### config.mk
export PLATFORM = sky130hd
export DESIGN_NAME = ip_rx_header_parser
export DESIGN_NICKNAME = d
export VERILOG_FILES = /design/src/rtl/ip_rx_header_parser_pkg.sv /design/src/rtl/ip_checksum_acc.sv /design/src/rtl/ip_rx_header_parser.sv
export SDC_FILE = /design/constraint.sdc
export NUM_CORES = 1
export LEC_CHECK = 0
export ABC_CLOCK_PERIOD_IN_PS = 9800
export CORE_MARGIN = 4
export CORE_UTILIZATION = 55
export DETAILED_ROUTE_END_ITERATION = 10
export PLACE_DENSITY = 0.85
export SLEW_MARGIN = 20
export SYNTH_ARGS = -nofsm -noshare
export SYNTH_HDL_FRONTEND = slang
export SYNTH_SLANG_ARGS = --single-unit
### constraint.sdc
create_clock -name clk -period 9.8 [get_ports clk]
set_clock_uncertainty 0.15 [all_clocks]
set_input_delay 1.96 -clock clk [delete_from_list [all_inputs] [get_ports clk]]
set_output_delay 1.96 -clock clk [all_outputs]
set_load 0.01 [all_outputs]
### src/rtl/ip_rx_header_parser_pkg.sv
// ip_pkg: shared constants and state type for the IPv4 receive header path.
//   IP_VERSION / IP_MIN_IHL : accepted version and minimum header length (words)
//   OFS_*                   : byte offsets of captured header fields
//   HDR_CNT_MAX             : header byte counter ceiling (IHL=15 -> 60 bytes)
//   state_e                 : parser states
package ip_pkg;
  localparam logic [3:0] IP_VERSION  = 4'd4;
  localparam logic [3:0] IP_MIN_IHL  = 4'd5;
  localparam logic [5:0] OFS_TOS     = 6'd1;
  localparam logic [5:0] OFS_LEN     = 6'd2;
  localparam logic [5:0] OFS_TTL     = 6'd8;
  localparam logic [5:0] OFS_PROTO   = 6'd9;
  localparam logic [5:0] OFS_SRC     = 6'd12;
  localparam logic [5:0] OFS_DST     = 6'd16;
  localparam logic [5:0] HDR_CNT_MAX = 6'd60;

  typedef enum logic [2:0] {
    HDR,
    HDR_WAIT,
    PAYLOAD,
    DRAIN,
    DROP
  } state_e;
endpackage

### src/rtl/ip_checksum_acc.sv
// ip_checksum_acc: one's-complement header checksum accumulator.
//   clk, rst_n : clock, asynchronous active-low reset
//   start_i    : discard the running sum (first word of a new header)
//   en_i       : add word_i this cycle
//   word_i     : 16-bit word (or byte placed in its word lane)
//   match_o    : folded sum including this cycle's word equals 16'hFFFF
module ip_checksum_acc (
  input  logic        clk,
  input  logic        rst_n,
  input  logic        start_i,
  input  logic        en_i,
  input  logic [15:0] word_i,
  output logic        match_o
);
  logic [19:0] acc_q, acc_d;
  logic [16:0] fold1;
  logic [15:0] fold2;

  always_comb begin
    acc_d = (start_i ? '0 : acc_q) + (en_i ? {4'd0, word_i} : '0);
    // Two folds suffice: after the first the carry is at most 1.
    fold1   = {1'b0, acc_d[15:0]} + {13'd0, acc_d[19:16]};
    fold2   = fold1[15:0] + {15'd0, fold1[16]};
    match_o = (fold2 == 16'hFFFF);
  end

  always_ff @(posedge clk or negedge rst_n) begin
    if (!rst_n) acc_q <= '0;
    else        acc_q <= acc_d;
  end
endmodule

### src/rtl/ip_rx_header_parser.sv
// ip_rx_header_parser: parses/validates an IPv4 header from an 8-bit stream,
// presents fields on a valid/ready header channel, then passes the payload.
//   s_axis_*   : input packet stream (Ethernet header already removed)
//   hdr_*      : header handshake; dscp/ecn/length/ttl/protocol/source_ip/dest_ip
//   m_axis_*   : payload stream; tuser on the tlast beat flags truncation
//   drop_count : saturating count of discarded packets
module ip_rx_header_parser
  import ip_pkg::*;
#(
  parameter bit CHECK_CHECKSUM = 1'b1,
  parameter bit ACCEPT_OPTIONS = 1'b1
) (
  input  logic        clk,
  input  logic        rst_n,
  input  logic [7:0]  s_axis_tdata,
  input  logic        s_axis_tvalid,
  output logic        s_axis_tready,
  input  logic        s_axis_tlast,
  output logic        hdr_valid,
  input  logic        hdr_ready,
  output logic [5:0]  dscp,
  output logic [1:0]  ecn,
  output logic [15:0] length,
  output logic [7:0]  ttl,
  output logic [7:0]  protocol,
  output logic [31:0] source_ip,
  output logic [31:0] dest_ip,
  output logic [7:0]  m_axis_tdata,
  output logic        m_axis_tvalid,
  input  logic        m_axis_tready,
  output logic        m_axis_tlast,
  output logic        m_axis_tuser,
  output logic [15:0] drop_count
);
  state_e      state_q, state_d;
  logic        run_q;
  logic [5:0]  cnt_q, cnt_d;
  logic [3:0]  ihl_q, ihl_d;
  logic [7:0]  tos_q, tos_d, ttl_q, ttl_d, proto_q, proto_d;
  logic [15:0] tot_len_q, tot_len_d, length_q, length_d, rem_q, rem_d;
  logic [15:0] drop_cnt_q, drop_cnt_d;
  logic [31:0] src_q, src_d, dst_q, dst_d;
  logic        hdr_valid_q, hdr_valid_d;
  logic        drop_inc;

  logic [5:0]  hdr_len;
  logic        hdr_last, bad_first, s_fire, m_fire, in_pay, csum_ok;

  assign hdr_len  = {ihl_q, 2'b00};
  assign hdr_last = (cnt_q != '0) && (cnt_q == hdr_len - 6'd1);
  assign bad_first = (s_axis_tdata[7:4] != IP_VERSION) || (s_axis_tdata[3:0] < IP_MIN_IHL) ||
                     (!ACCEPT_OPTIONS && (s_axis_tdata[3:0] != IP_MIN_IHL));

  // run_q keeps tready low while reset is asserted so every output reads 0.
  always_comb begin
    unique case (state_q)
      HDR, DRAIN, DROP: s_axis_tready = run_q;
      PAYLOAD:          s_axis_tready = m_axis_tready;
      default:          s_axis_tready = 1'b0;
    endcase
  end

  assign s_fire        = s_axis_tvalid & s_axis_tready;
  assign in_pay        = (state_q == PAYLOAD);
  assign m_axis_tvalid = in_pay & s_axis_tvalid;
  assign m_axis_tdata  = in_pay ? s_axis_tdata : '0;
  assign m_axis_tlast  = in_pay & ((rem_q == 16'd1) | s_axis_tlast);
  assign m_axis_tuser  = in_pay & s_axis_tlast & (rem_q > 16'd1);
  assign m_fire        = m_axis_tvalid & m_axis_tready;

  // Even header bytes occupy the upper lane of their 16-bit word.
  ip_checksum_acc u_csum (
    .clk     (clk),
    .rst_n   (rst_n),
    .start_i (state_q == HDR && cnt_q == '0),
    .en_i    (state_q == HDR && s_fire),
    .word_i  (cnt_q[0] ? {8'd0, s_axis_tdata} : {s_axis_tdata, 8'd0}),
    .match_o (csum_ok)
  );

  always_comb begin
    state_d     = state_q;
    cnt_d       = cnt_q;
    ihl_d       = ihl_q;
    tos_d       = tos_q;
    ttl_d       = ttl_q;
    proto_d     = proto_q;
    tot_len_d   = tot_len_q;
    length_d    = length_q;
    rem_d       = rem_q;
    src_d       = src_q;
    dst_d       = dst_q;
    hdr_valid_d = hdr_valid_q;
    drop_inc    = 1'b0;

    unique case (state_q)
      HDR: if (s_fire) begin
        cnt_d = (cnt_q == HDR_CNT_MAX) ? cnt_q : cnt_q + 6'd1;
        case (cnt_q)
          OFS_TOS:        tos_d     = s_axis_tdata;
          OFS_LEN:        tot_len_d = {s_axis_tdata, tot_len_q[7:0]};
          OFS_LEN + 6'd1: tot_len_d = {tot_len_q[15:8], s_axis_tdata};
          OFS_TTL:        ttl_d     = s_axis_tdata;
          OFS_PROTO:      proto_d   = s_axis_tdata;
          OFS_SRC, OFS_SRC + 6'd1, OFS_SRC + 6'd2, OFS_SRC + 6'd3:
                          src_d     = {src_q[23:0], s_axis_tdata};
          OFS_DST, OFS_DST + 6'd1, OFS_DST + 6'd2, OFS_DST + 6'd3:
                          dst_d     = {dst_q[23:0], s_axis_tdata};
          default: ;
        endcase
        if (cnt_q == '0) ihl_d = s_axis_tdata[3:0];

        if (s_axis_tlast) begin
          drop_inc = 1'b1;
          cnt_d    = '0;
        end else if (cnt_q == '0) begin
          if (bad_first) begin
            drop_inc = 1'b1;
            cnt_d    = '0;
            state_d  = DROP;
          end
        end else if (hdr_last) begin
          cnt_d = '0;
          if ((CHECK_CHECKSUM && !csum_ok) || (tot_len_q < {10'd0, hdr_len})) begin
            drop_inc = 1'b1;
            state_d  = DROP;
          end else begin
            length_d    = tot_len_q - {10'd0, hdr_len};
            hdr_valid_d = 1'b1;
            state_d     = HDR_WAIT;
          end
        end
      end
      HDR_WAIT: if (hdr_ready) begin
        hdr_valid_d = 1'b0;
        rem_d       = length_q;
        state_d     = (length_q == '0) ? DRAIN : PAYLOAD;
      end
      PAYLOAD: if (m_fire) begin
        rem_d = rem_q - 16'd1;
        if (s_axis_tlast)         state_d = HDR;
        else if (rem_q == 16'd1)  state_d = DRAIN;
      end
      DRAIN, DROP: if (s_fire && s_axis_tlast) state_d = HDR;
      default: state_d = HDR;
    endcase

    drop_cnt_d = (drop_inc && drop_cnt_q != 16'hFFFF) ? drop_cnt_q + 16'd1 : drop_cnt_q;
  end

  always_ff @(posedge clk or negedge rst_n) begin
    if (!rst_n) begin
      state_q     <= HDR;
      run_q       <= 1'b0;
      cnt_q       <= '0;
      ihl_q       <= '0;
      tos_q       <= '0;
      ttl_q       <= '0;
      proto_q     <= '0;
      tot_len_q   <= '0;
      length_q    <= '0;
      rem_q       <= '0;
      src_q       <= '0;
      dst_q       <= '0;
      hdr_valid_q <= 1'b0;
      drop_cnt_q  <= '0;
    end else begin
      state_q     <= state_d;
      run_q       <= 1'b1;
      cnt_q       <= cnt_d;
      ihl_q       <= ihl_d;
      tos_q       <= tos_d;
      ttl_q       <= ttl_d;
      proto_q     <= proto_d;
      tot_len_q   <= tot_len_d;
      length_q    <= length_d;
      rem_q       <= rem_d;
      src_q       <= src_d;
      dst_q       <= dst_d;
      hdr_valid_q <= hdr_valid_d;
      drop_cnt_q  <= drop_cnt_d;
    end
  end

  assign hdr_valid  = hdr_valid_q;
  assign dscp       = tos_q[7:2];
  assign ecn        = tos_q[1:0];
  assign length     = length_q;
  assign ttl        = ttl_q;
  assign protocol   = proto_q;
  assign source_ip  = src_q;
  assign dest_ip    = dst_q;
  assign drop_count = drop_cnt_q;
endmodule

==> flow_summary_export.csv <==
group,metric,value,unit
synth,synth-seq-area-share,46.8,%
finish,postLayoutCellArea,12700,sq um
sta,max_slew_margin,24.5,%
synth,ys_seq_elements,187,
pwr,seq_power_share,41.1,%
finish,diodes,0,
worst_setup_path,critical_path_class,"in2reg",
sta,post-route-period-util,97.9,%
route,vias,8153,
die,pin_count,147,
worst_setup_path,max_stage_delay,0.43,ns
placed_design,place_congestion,0.945,
placed_design,placed_area,11900,sq um
pwr,swShare,35.2,%
placed_design,portBuffers,146,
route,antenna_left,0,
synth,synth_edf_count,0,
synth,yosys.area_share.simple,15.4,%
clocking,ctsHoldBuffers,0,
clocking,clk_pin_slew_worst_paths,0.08,ns
finish,mostFrequentLayoutCells,"dfrtp_1, clkdlybuf4s50_1, mux2_2",
clocking,htreeDepth,4,
synth,synthAdderAreaFrac,4.85,%
outcome,status,"finished clean",
synth,netlist_instances,930,
synth,synth_warnings,0,
clocking,cts_tree,"built",
global_routing,grtUsageTotal,26.4,%
global_routing,antenna_found_initial,0,
clocking,clk_path_buf_depth,2,
synth,ys_types,70,
finish,fin_nets,1149,
worst_setup_path,worstSetupEndpointType,"register",
worst_setup_path,cp-start-kind,"primary input",
synth,synthXorXnorAreaFrac,4.29,%
sta,setup_ws,0.207,ns
synth,async_reset_ff_share,100,%
die,initial_core_util,55.9,%
worst_setup_path,worstPathRequired,9.98,ns
pwr,p_clk_share,31.6,%
pwr,power_frac_comb,27.3,%
die,dieArea,20400,sq um
synth,synthFlopType,"dfrtp_1",
pwr,power_density,181,nW/um^2
pwr,p_int,1.48,mW
synth,synth-compound-area-share,11.5,%
synth,syn_area,10000,sq um
sta,layout_min_cycle_time,9.59,ns
worst_setup_path,worst_path_max_delay_cell,"clkdlybuf4s50_1",
die,die_height,143,microns
global_routing,grt_pass1_vias,8043,
route,drt_first_iter_violations,753,
global_routing,grt_overflow_total,0,
sta,setup_viol,0,
clocking,numCtsBuffers,17,
run,maxCapViolations,0,
sta,hold_viol_final,0,
global_routing,grt_pass1_wl,42500,microns
route,vias_per_cell,6.08,
finish,stdcell_count,1340,
route,drtPass1Iterations,5,
finish,final_common_cell,"dfrtp_1",
worst_setup_path,critical_path_arrival,9.77,ns
sta,max_freq,104,MHz
sta,slew_viol_final,0,
finish,area_growth,26.7,%
clocking,cts_sinks,187,
sta,finalSetupTns,0,ns
placed_design,dpl.cell_count,1302,
pwr,ir_drop,0.171,mV
global_routing,grt_max_degree,99,
synth,synth_nets,981,
finish,drive_above_1_share,21.0,%
route,drc,0,
die,die_w,143,microns
synth,synthMuxAreaShare,14.5,%
die,core.rowCount,49,
worst_setup_path,worst-path-max-fanout,11,
worst_setup_path,crit_top_cell,"a21o_1",
placed_design,dp_hpwl,18600,microns
sta,worstMarginPinSlew,1.13,ns
clocking,cts_root_buffer,"clkbuf_16",
die,coreArea,17900,sq um
synth,synth.avg_cell_area,10.8,sq um
pwr,p_sw,0.805,mW
route,drt_wl_total,26800,microns
synth,synth_top_family_by_area,"simple AND/OR/NAND/NOR gates",
pwr,power_leakage,5.89,nW
placed_design,pre_cts_ws,-0.180,ns
route,wl_per_cell,20.0,microns
worst_hold_path,min-delay-path-class,"reg2reg",
clocking,clock_latency,0.44,ns
state kept, by name, indices dropped and copies added (netlist names):
signal        cells
u_csum.acc_q     20
hdr_valid         1
ttl               8
protocol          8
run_q             1
state_q           3
length           16
tos_q             8
ihl_q             4
source_ip        32
tot_len_q        16
cnt_q             6
rem_q            16
dest_ip          32
drop_count       16
metal layers:
layer	share of wire, %	GRT usage (%)	wire length, microns	up-vias
met4	3.8	11.5	1030	0
li1	-	-	-	3704
met3	7.2	5.16	1930	68
met2	48	42.2	12900	348
met5	0	0	0	-
met1	41	35.1	10900	4033
power by group through the flow:
stage	Clock [mW]	Sequential (mW)	Combinational, mW
floorplan	0	0.934	0.394
global placement	0	0.942	0.580
detailed placement	0	0.948	0.600
CTS	0.732	0.937	0.615
global route	0.767	0.953	0.684
finish	0.723	0.939	0.625
synthesized netlist by cell type, drive strengths merged, types with 6 or more instances:
library cell	instances	area share, %
nor4	13	0.81
or3	7	0.44
mux2	122	14
xor2	17	1.5
nor2	52	2.1
and3	37	2.3
dfrtp	187	47
clkbuf	37	1.4
ha	34	4.3
nor3	23	1.2
a21o	14	1.1
inv	23	0.86
o21a	7	0.53
nand2	64	2.4
o211ai	10	0.80
a211oi	6	0.50
nand3	21	1.1
nand2b	9	0.56
o21ai	45	2.3
xnor2	32	2.8
nand4	20	1.3
a21oi	43	2.2
and2	23	1.4
final timing paths:
path / end / slack (ns) / cells past startpoint / from
setup / recovery: length[6] / 0.21 / 41 / m_axis_tready
hold / removal: source_ip[25] / 0.36 / 1 / source_ip[25]
setup reg to reg: length[6] / 0.82 / 40 / cnt_q[0]
hold reg to reg: source_ip[25] / 0.36 / 1 / source_ip[25]
max in group asynchronous: source_ip[18] / 6.77 / 2 / rst_n
min in group asynchronous: u_csum.acc_q[18] / 1.43 / 1 / rst_n
what timing repair did:
item / CTS / global route
gates resized for setup: 0 / 19
endpoints found under the setup margin: 0 / 31
buffers inserted: 0 / 5
endpoints found under the hold margin: 0 / 0
worst max-delay path: cells and delay by family:
| kind | cells | cell delay [ns] |
|---|---|---|
| and+or+nand+nor | 17 | 2.75 |
| muxes | 2 | 0.47 |
| AOI/OAI and AO/OA | 12 | 2.36 |
| buffers and inverters | 5 | 1.07 |
| xor gates and xnor gates | 1 | 0.14 |
| adders and majority gates | 4 | 1.00 |
final cells by class:
| cell class | count | area (sq um) |
|---|---|---|
| tap | 229 | 287 |
| multi-input combinational | 678 | 5150 |
| clock buffer | 17 | 425 |
| clock inverter | 15 | 206 |
| inverter | 23 | 86.3 |
| fill | 1210 | 5240 |
| sequential | 187 | 4680 |
| timing repair buffer | 191 | 1840 |
metrics by stage:
step	hold slack, ns	power [mW]	utilization, %
global placement	0.319	1.52	66.4
global route	0.370	2.40	70.8
floorplan	0.300	1.33	-
CTS	0.354	2.28	70.0
detailed placement	0.335	1.55	66.4
finish	0.360	2.29	70.8
cell families (layout without fill, tap and decap cells):
kind of cell             count (synthesis)  count (layout)
AO/OA/AOI/OAI                          173             173
buffers and inverters                   65             246
flip-flops                             187             187
AND/OR/NAND/NOR                        291             291
XOR/XNOR                                49              49
adder cells (fa/ha/maj)                 37              37
multiplexers                           127             127
other                                    1               1
No activity file was read; power rests on OpenSTA's default activity.
